<file path="src/rtl/gemac_pkg.sv">
// rtl/gemac_pkg.sv - shared GEMAC constants, state codes and PAUSE header helper
package gemac_pkg;

    localparam int DEF_MIN_FRAME_LEN = 64;
    localparam int DEF_MAX_FRAME_LEN = 8192;

    localparam logic [7:0]  PREAMBLE_BYTE      = 8'h55;
    localparam logic [7:0]  SFD_BYTE           = 8'hD5;
    localparam logic [47:0] SGE_FLOW_CTRL_ADDR = 48'h0180C2000001;
    localparam logic [15:0] MAC_CTRL_TYPE      = 16'h8808;
    localparam logic [15:0] PAUSE_OPCODE       = 16'h0001;

    localparam logic [2:0] RX_IDLE     = 3'd0;
    localparam logic [2:0] RX_PREAMBLE = 3'd1;
    localparam logic [2:0] RX_FRAME    = 3'd2;
    localparam logic [2:0] RX_GOOD     = 3'd3;
    localparam logic [2:0] RX_ERROR    = 3'd4;
    localparam logic [2:0] RX_DROP     = 3'd5;

    // {must_match, expected byte} for a forwarded byte index of a PAUSE frame
    function automatic logic [8:0] pause_field(input int idx);
        case (idx)
            0:       return {1'b1, SGE_FLOW_CTRL_ADDR[47:40]};
            1:       return {1'b1, SGE_FLOW_CTRL_ADDR[39:32]};
            2:       return {1'b1, SGE_FLOW_CTRL_ADDR[31:24]};
            3:       return {1'b1, SGE_FLOW_CTRL_ADDR[23:16]};
            4:       return {1'b1, SGE_FLOW_CTRL_ADDR[15:8]};
            5:       return {1'b1, SGE_FLOW_CTRL_ADDR[7:0]};
            12:      return {1'b1, MAC_CTRL_TYPE[15:8]};
            13:      return {1'b1, MAC_CTRL_TYPE[7:0]};
            14:      return {1'b1, PAUSE_OPCODE[15:8]};
            15:      return {1'b1, PAUSE_OPCODE[7:0]};
            default: return 9'd0;
        endcase
    endfunction

endpackage

</file>
<file path="src/rtl/gemac_gmii_rx_if.sv">
// rtl/gemac_gmii_rx_if.sv - GMII receive pins and user-side receive stream
interface gemac_gmii_rx_if;
    logic        GMII_RX_DV;
    logic        GMII_RX_ER;
    logic [7:0]  GMII_RXD;
    logic [7:0]  rx_data;
    logic        rx_valid;
    logic        rx_ack;
    logic        rx_error;
    logic        pause_rcvd;
    logic [15:0] pause_time_rcvd;
    logic [7:0]  debug;

    modport master (
        input  GMII_RX_DV, GMII_RX_ER, GMII_RXD,
        output rx_data, rx_valid, rx_ack, rx_error, pause_rcvd, pause_time_rcvd, debug
    );
    modport slave (
        output GMII_RX_DV, GMII_RX_ER, GMII_RXD,
        input  rx_data, rx_valid, rx_ack, rx_error, pause_rcvd, pause_time_rcvd, debug
    );
endinterface

</file>
<file path="src/rtl/gemac_gmii_rx_crc.sv">
// rtl/gemac_gmii_rx_crc.sv - Ethernet CRC-32 unit, output in wire byte order
module gemac_gmii_rx_crc (
    input  logic        clk,
    input  logic        reset,
    input  logic        clear,
    input  logic        calc,
    input  logic [7:0]  data,
    output logic [31:0] crc_out
);
    logic [31:0] crc;

    function automatic logic [31:0] crc_step(input logic [31:0] c, input logic [7:0] d);
        logic [31:0] r;
        r = c;
        for (int i = 0; i < 8; i++)
            r = (r[0] ^ d[i]) ? ((r >> 1) ^ 32'hEDB88320) : (r >> 1);
        return r;
    endfunction

    // reflected CRC register, reseeded whenever the receiver is idle
    always_ff @(posedge clk or posedge reset) begin
        if (reset)      crc <= 32'hFFFFFFFF;
        else if (clear) crc <= 32'hFFFFFFFF;
        else if (calc)  crc <= crc_step(crc, data);
    end

    // complemented remainder, low byte first on the wire, placed in [31:24]
    assign crc_out = {~crc[7:0], ~crc[15:8], ~crc[23:16], ~crc[31:24]};
endmodule

</file>
<file path="src/rtl/gemac_gmii_rx.sv">
// rtl/gemac_gmii_rx.sv - GMII receive MAC with FCS/length check and PAUSE detect
module gemac_gmii_rx
    import gemac_pkg::*;
#(
    parameter int MIN_FRAME_LEN = DEF_MIN_FRAME_LEN,
    parameter int MAX_FRAME_LEN = DEF_MAX_FRAME_LEN
) (
    input  logic         GMII_RX_CLK,
    input  logic         reset_n,
    output logic         rx_clk,
    gemac_gmii_rx_if.master bus
);
    localparam int CW = $clog2(MAX_FRAME_LEN) + 1;

    logic          dv_r, er_r;
    logic [7:0]    rxd_r;
    logic [2:0]    state, next;
    logic [CW-1:0] cnt, idx;
    logic [7:0]    dl [4];
    logic [31:0]   crc_out;
    logic [15:0]   pause_cand;
    logic          pause_ok, shift, fwd, len_ok, fcs_ok, good_end, bad_end;
    logic [8:0]    pf;

    assign rx_clk    = GMII_RX_CLK;
    assign bus.debug = {5'd0, state};

    // a byte enters the delay line only while the frame continues cleanly
    assign shift    = (state == RX_FRAME) && dv_r && !er_r && (cnt != CW'(MAX_FRAME_LEN));
    assign fwd      = shift && (cnt >= CW'(4));
    assign idx      = cnt - CW'(4);
    assign pf       = pause_field(int'(idx));
    assign len_ok   = cnt >= CW'(MIN_FRAME_LEN);
    assign fcs_ok   = crc_out == {dl[3], dl[2], dl[1], dl[0]};
    assign good_end = (state == RX_FRAME) && (next == RX_GOOD);
    assign bad_end  = (state == RX_FRAME) && (next == RX_ERROR);

    // single register stage on the GMII pins
    always_ff @(posedge GMII_RX_CLK or negedge reset_n) begin
        if (!reset_n) begin
            dv_r  <= 1'b0;
            er_r  <= 1'b0;
            rxd_r <= 8'd0;
        end else begin
            dv_r  <= bus.GMII_RX_DV;
            er_r  <= bus.GMII_RX_ER;
            rxd_r <= bus.GMII_RXD;
        end
    end

    // receive state machine on registered inputs; er beats end of frame
    always_comb begin
        next = state;
        case (state)
            RX_IDLE:
                if (dv_r) next = (!er_r && rxd_r == PREAMBLE_BYTE) ? RX_PREAMBLE : RX_DROP;
            RX_PREAMBLE:
                if (!dv_r)                      next = RX_IDLE;
                else if (er_r)                  next = RX_DROP;
                else if (rxd_r == SFD_BYTE)     next = RX_FRAME;
                else if (rxd_r != PREAMBLE_BYTE) next = RX_DROP;
            RX_FRAME:
                if (er_r)                       next = RX_ERROR;
                else if (!dv_r)                 next = (len_ok && fcs_ok) ? RX_GOOD : RX_ERROR;
                else if (cnt == CW'(MAX_FRAME_LEN)) next = RX_ERROR;
            RX_GOOD:  next = RX_IDLE;
            RX_ERROR: next = dv_r ? RX_DROP : RX_IDLE;
            RX_DROP:  if (!dv_r) next = RX_IDLE;
            default:  next = RX_IDLE;
        endcase
    end

    // state register
    always_ff @(posedge GMII_RX_CLK or negedge reset_n) begin
        if (!reset_n) state <= RX_IDLE;
        else          state <= next;
    end

    // length counter and 4-byte delay line that holds back the FCS
    always_ff @(posedge GMII_RX_CLK or negedge reset_n) begin
        if (!reset_n) begin
            cnt <= '0;
            for (int i = 0; i < 4; i++) dl[i] <= 8'd0;
        end else begin
            if (state != RX_FRAME) cnt <= '0;
            else if (shift)        cnt <= cnt + CW'(1);
            if (shift) begin
                dl[3] <= dl[2];
                dl[2] <= dl[1];
                dl[1] <= dl[0];
                dl[0] <= rxd_r;
            end
        end
    end

    // user stream and end-of-frame status pulses
    always_ff @(posedge GMII_RX_CLK or negedge reset_n) begin
        if (!reset_n) begin
            bus.rx_data  <= 8'd0;
            bus.rx_valid <= 1'b0;
            bus.rx_ack   <= 1'b0;
            bus.rx_error <= 1'b0;
        end else begin
            if (fwd) bus.rx_data <= dl[3];
            bus.rx_valid <= fwd;
            bus.rx_ack   <= good_end;
            bus.rx_error <= bad_end;
        end
    end

    // PAUSE header match on forwarded bytes; quanta only committed on a good frame
    always_ff @(posedge GMII_RX_CLK or negedge reset_n) begin
        if (!reset_n) begin
            pause_ok            <= 1'b0;
            pause_cand          <= 16'd0;
            bus.pause_rcvd      <= 1'b0;
            bus.pause_time_rcvd <= 16'd0;
        end else begin
            if (state != RX_FRAME) begin
                pause_ok <= 1'b1;
            end else if (fwd) begin
                if (pf[8] && pf[7:0] != dl[3]) pause_ok <= 1'b0;
                if (idx == CW'(16)) pause_cand[15:8] <= dl[3];
                if (idx == CW'(17)) pause_cand[7:0]  <= dl[3];
            end
            bus.pause_rcvd <= good_end && pause_ok;
            if (good_end && pause_ok) bus.pause_time_rcvd <= pause_cand;
        end
    end

    gemac_gmii_rx_crc u_crc (
        .clk     (GMII_RX_CLK),
        .reset   (~reset_n),
        .clear   (state == RX_IDLE),
        .calc    (fwd),
        .data    (dl[3]),
        .crc_out (crc_out)
    );
endmodule
</file>
<file path="src/flat_wrapper.sv">
// flat-port wrapper written by rule: the top's interface ports become plain ports
module gemac_gmii_rx_flat import gemac_pkg::*;
#(
    parameter int MIN_FRAME_LEN = DEF_MIN_FRAME_LEN,
    parameter int MAX_FRAME_LEN = DEF_MAX_FRAME_LEN
)
  (GMII_RX_CLK, reset_n, rx_clk, bus_GMII_RX_DV, bus_GMII_RX_ER, bus_GMII_RXD, bus_rx_data, bus_rx_valid, bus_rx_ack, bus_rx_error, bus_pause_rcvd, bus_pause_time_rcvd, bus_debug);
  gemac_gmii_rx_if bus_i ();
  input  logic GMII_RX_CLK;
  input  logic reset_n;
  output logic rx_clk;
  input wire logic [$bits(bus_i.GMII_RX_DV)-1:0] bus_GMII_RX_DV;
  input wire logic [$bits(bus_i.GMII_RX_ER)-1:0] bus_GMII_RX_ER;
  input wire logic [$bits(bus_i.GMII_RXD)-1:0] bus_GMII_RXD;
  output wire logic [$bits(bus_i.rx_data)-1:0] bus_rx_data;
  output wire logic [$bits(bus_i.rx_valid)-1:0] bus_rx_valid;
  output wire logic [$bits(bus_i.rx_ack)-1:0] bus_rx_ack;
  output wire logic [$bits(bus_i.rx_error)-1:0] bus_rx_error;
  output wire logic [$bits(bus_i.pause_rcvd)-1:0] bus_pause_rcvd;
  output wire logic [$bits(bus_i.pause_time_rcvd)-1:0] bus_pause_time_rcvd;
  output wire logic [$bits(bus_i.debug)-1:0] bus_debug;
  assign bus_i.GMII_RX_DV = bus_GMII_RX_DV;
  assign bus_i.GMII_RX_ER = bus_GMII_RX_ER;
  assign bus_i.GMII_RXD = bus_GMII_RXD;
  assign bus_rx_data = bus_i.rx_data;
  assign bus_rx_valid = bus_i.rx_valid;
  assign bus_rx_ack = bus_i.rx_ack;
  assign bus_rx_error = bus_i.rx_error;
  assign bus_pause_rcvd = bus_i.pause_rcvd;
  assign bus_pause_time_rcvd = bus_i.pause_time_rcvd;
  assign bus_debug = bus_i.debug;
  gemac_gmii_rx #(.MIN_FRAME_LEN(MIN_FRAME_LEN), .MAX_FRAME_LEN(MAX_FRAME_LEN)) u_core (.GMII_RX_CLK(GMII_RX_CLK), .reset_n(reset_n), .rx_clk(rx_clk), .bus(bus_i));
endmodule
</file>
<file path="config.mk">
export PLATFORM = sky130hd
export DESIGN_NAME = gemac_gmii_rx_flat
export DESIGN_NICKNAME = d
export VERILOG_FILES = /design/src/rtl/gemac_pkg.sv /design/src/rtl/gemac_gmii_rx_if.sv /design/src/rtl/gemac_gmii_rx_crc.sv /design/src/rtl/gemac_gmii_rx.sv /design/src/flat_wrapper.sv
export SDC_FILE = /design/constraint.sdc
export NUM_CORES = 1
export LEC_CHECK = 0
export CAP_MARGIN = 0
export CORE_UTILIZATION = 35
export DETAILED_ROUTE_END_ITERATION = 10
export GPL_TIMING_DRIVEN = 1
export SETUP_SLACK_MARGIN = 0.2
export SLEW_MARGIN = 5
export SYNTH_ARGS = -nofsm -noshare
export SYNTH_HDL_FRONTEND = slang
export SYNTH_SLANG_ARGS = --single-unit
export TNS_END_PERCENT = 10
</file>
<file path="constraint.sdc">
create_clock -name GMII_RX_CLK -period 6.7 [get_ports GMII_RX_CLK]
set_clock_uncertainty 0.15 [all_clocks]
set_input_delay 1.34 -clock GMII_RX_CLK [delete_from_list [all_inputs] [get_ports GMII_RX_CLK]]
set_output_delay 1.34 -clock GMII_RX_CLK [all_outputs]
set_load 0.02 [all_outputs]
</file>
==> run_results.csv <==
group,metric,value,unit
synthesis,synthTopCellsByCount,"139 x nand2_1, 104 x dfrtp_1, 69 x xnor2_1",
placement,place_ws,1350,ps
timing,tightest_slew,939,ps
synthesis,synthesis.area,6800,µm²
clock_tree,path_clk_slew,60,ps
critical_path,rr_worst_depth,8,
status,status,"completed",
critical_path,slowest_delay,520,ps
critical_path,crit_top_cell,"clkbuf_16",
power,powerDensity,235,nW/µm²
synthesis,synthCells,663,
critical_path,crit_path_top_delay_cell,"clkdlybuf4s50_1",
power,switchingPower,425,µW
synthesis,yosysMostFrequentCell,"nand2_1",
critical_path,crit_fanout,2,
synthesis,synthDistinctLibCells,60,
synthesis,synth_edf_count,0,
synthesis,synthXorXnorAreaFrac,0.140,
critical_path,rr_endpoint,"u_core.bus.pause_time_rcvd[9]$_DFFE_PN0P_",
floorplanning,core-area,18900,µm²
layout,area_growth,19.6,%
timing,final_max_slew_viol_count,0,
placement,portBuffers,43,
synthesis,synth.largest_area_cell,"dfrtp_1",
routing,drt-pass1-iter-count,5,
run,drv_cap,0,
power,seqPwrFrac,0.434,
routing,drcViolationCount,0,
layout,nets,726,
global_route,grt_pass1_vias,4769,
critical_path,cp-end-kind,"primary output",
synthesis,synth-main-ff-cell,"dfrtp_1",
synthesis,syn_avg_cell_area,10.3,µm²
critical_path,start_kind,"clock port",
timing,relSlewSlack,0.373,
routing,first_iter_violations,306,
routing,viasPerCell,4.72,
global_route,grt_max_degree,73,
global_route,grt_overflow_total,0,
synthesis,muxShareOfSynthArea,0.0594,
critical_path,crit_buf_inv,3,
synthesis,yosys.area_share.simple,0.178,
synthesis,synth_top_family_by_area,"simple AND/OR/NAND/NOR gates",
critical_path,critPathTopFamily,"buffers and inverters",
power,p_leak,0.00355,µW
power,switching_share,0.222,
routing,drt.antenna.violating_nets,0,
timing,setup_viol,0,
global_route,antenna_found_initial,0,
synthesis,yosys_warnings,0,
critical_path,worstPathRequired,5210,ps
power,p_clk_frac,0.548,
clock_tree,clock_latency,540,ps
critical_path,worstSetupPathType,"clock port to primary output",
power,peakVddDrop,0.000204,V
timing,tns,0,ps
synthesis,synthArstFlopShare,1.00,
routing,wl,15.0,mm
floorplanning,rows,50,
timing,rsz0062_at_grt,"false",
critical_path,crit_arrival,4120,ps
clock_tree,cts_setup_buffers,0,
min_path,min_path_type,"register to register",
synthesis,synth_fa_ha_area_frac,0.0221,
floorplanning,die_w,141,µm
floorplanning,start_util,0.360,
min_path,min_to,"u_core.dl[27]$_DFFE_PN0P_",
critical_path,crit_chain,"clkbuf_16 -> clkbuf_16 -> clkdlybuf4s50_1",
critical_path,regToRegSetupSlack,3510,ps
synthesis,ys_ff_latch,136,
timing,finalHoldViolations,0,
placement,hpwl,10.3,mm
floorplanning,fp.dieH,141,µm
layout,stdcell_count,975,
power,comb_power_share,0.018,
floorplanning,dieArea,20000,µm²
clock_tree,cts-hold-fix-buffers,0,
global_route,grt_pass1_wl,25.6,mm
synthesis,synth_top_cell_area_share,0.382,
critical_path,startpoint,"GMII_RX_CLK",
placement,dp_cells,940,
synthesis,synth_compound_area_frac,0.0585,
layout,antenna_cells,0,
global_route,grt_usage,0.170,
min_path,min_from,"u_core.rxd_r[3]$_DFF_PN0_",
timing,fin_ws,1090,ps
synthesis,yosysSeqAreaShare,0.506,
routing,vias,4603,
routing,wl_per_cell,15.4,µm
synthesis,ys_top_cells_by_area,"dfrtp_1 38%, dfstp_2 12%, xnor2_1 8.9%, nand2_1 7.7%, xor2_1 4.9%",
clock_tree,post_cts_resized,0,
placement,gp_congestion,0.837,
layout,layout-drive-gt1-share,0.173,
clock_tree,cts_tree,"built",
floorplanning,pin_count,49,
min_path,whs_path_depth,2,
critical_path,reg2reg_from,"u_core.dl[3]$_DFFE_PN0P_",
power,p_int,1490,µW
tightest hold or removal path, delay by kind of cell, from the launching register on:
kind / cells / cell delay [ps]
DFF: 1 / 330
and+or+nand+nor: 2 / 90
stage by stage:
step	util	hold slack, ps	total power, µW	area, µm²
global placement	0.395	292	901	7460
floorplan	-	280	872	6820
detailed placement	0.395	296	901	7460
CTS	0.431	312	1950	8140
finish	0.431	307	1910	8140
global route	0.431	337	1990	8140
kinds of logic (layout without fill, tap and decap cells):
| family | Yosys count | after routing |
|---|---|---|
| xor gates and xnor gates | 108 | 108 |
| adders and majority gates | 12 | 12 |
| muxes | 33 | 33 |
| DFF | 136 | 136 |
| buffers and inverters | 53 | 101 |
| other | 1 | 5 |
| and+or+nand+nor | 257 | 257 |
| AOI/OAI and AO/OA | 63 | 63 |
metal layers:
metal,GRT usage,vias up,share of wire
met5,0,-,0
met4,0.0792,0,0.014
met3,0.0371,10,0.035
met2,0.266,89,0.47
met1,0.224,2203,0.48
li1,-,2301,-
flip-flops by register name, indices dropped and copies added (netlist names):
register / flops
u_core.dv_r: 1
u_core.er_r: 1
u_core.bus.rx_error: 1
u_core.bus.rx_ack: 1
u_core.bus.rx_data: 8
u_core.pause_ok: 1
u_core.dl: 32
u_core.bus.rx_valid: 1
u_core.cnt: 14
u_core.pause_cand: 16
u_core.bus.pause_time_rcvd: 16
u_core.bus.pause_rcvd: 1
u_core.state: 3
u_core.rxd_r: 8
u_core.u_crc.crc: 32
cells in the final DEF (no fill, tap or decap), types with 11 or more instances in the layout:
master	n
xnor2_1	69
nor3_1	29
clkdlybuf4s50_1	42
nand2_1	139
mux2_2	23
nor2_1	26
dfstp_2	32
o21ai_0	16
a21oi_1	27
ha_1	12
clkbuf_16	20
dfrtp_1	104
inv_1	14
xor2_1	38
nand3_1	11
power groups by stage:
stage / combinational (µW) / sequential (µW) / clock, µW
2_1_floorplan: 10.7 / 844 / 17.4
3_3_place_gp: 36.3 / 844 / 20.0
3_5_place_dp: 36.3 / 844 / 20.0
4_1_cts: 36.4 / 830 / 1080
5_1_grt: 39.8 / 830 / 1120
6_report: 34.7 / 830 / 1050
layout make-up:
class	instances	area, µm²
clock inverters	14	163
fillers	1832	10800
multi-input cells	478	3150
flip-flops and latches	136	3440
clock buffers	22	524
inverters	15	56.3
well taps	260	325
repair buffers	50	482
worst max path at each step:
stage / end / slack (ps) / cells past startpoint
after floorplan: rx_clk / 1730 / 1
after global placement: rx_clk / 1350 / 1
after detailed placement: rx_clk / 1350 / 1
after CTS: rx_clk / 1090 / 3
after global routing: rx_clk / 1070 / 3
final: rx_clk / 1090 / 3
No activity file was read; power rests on OpenSTA's default activity.
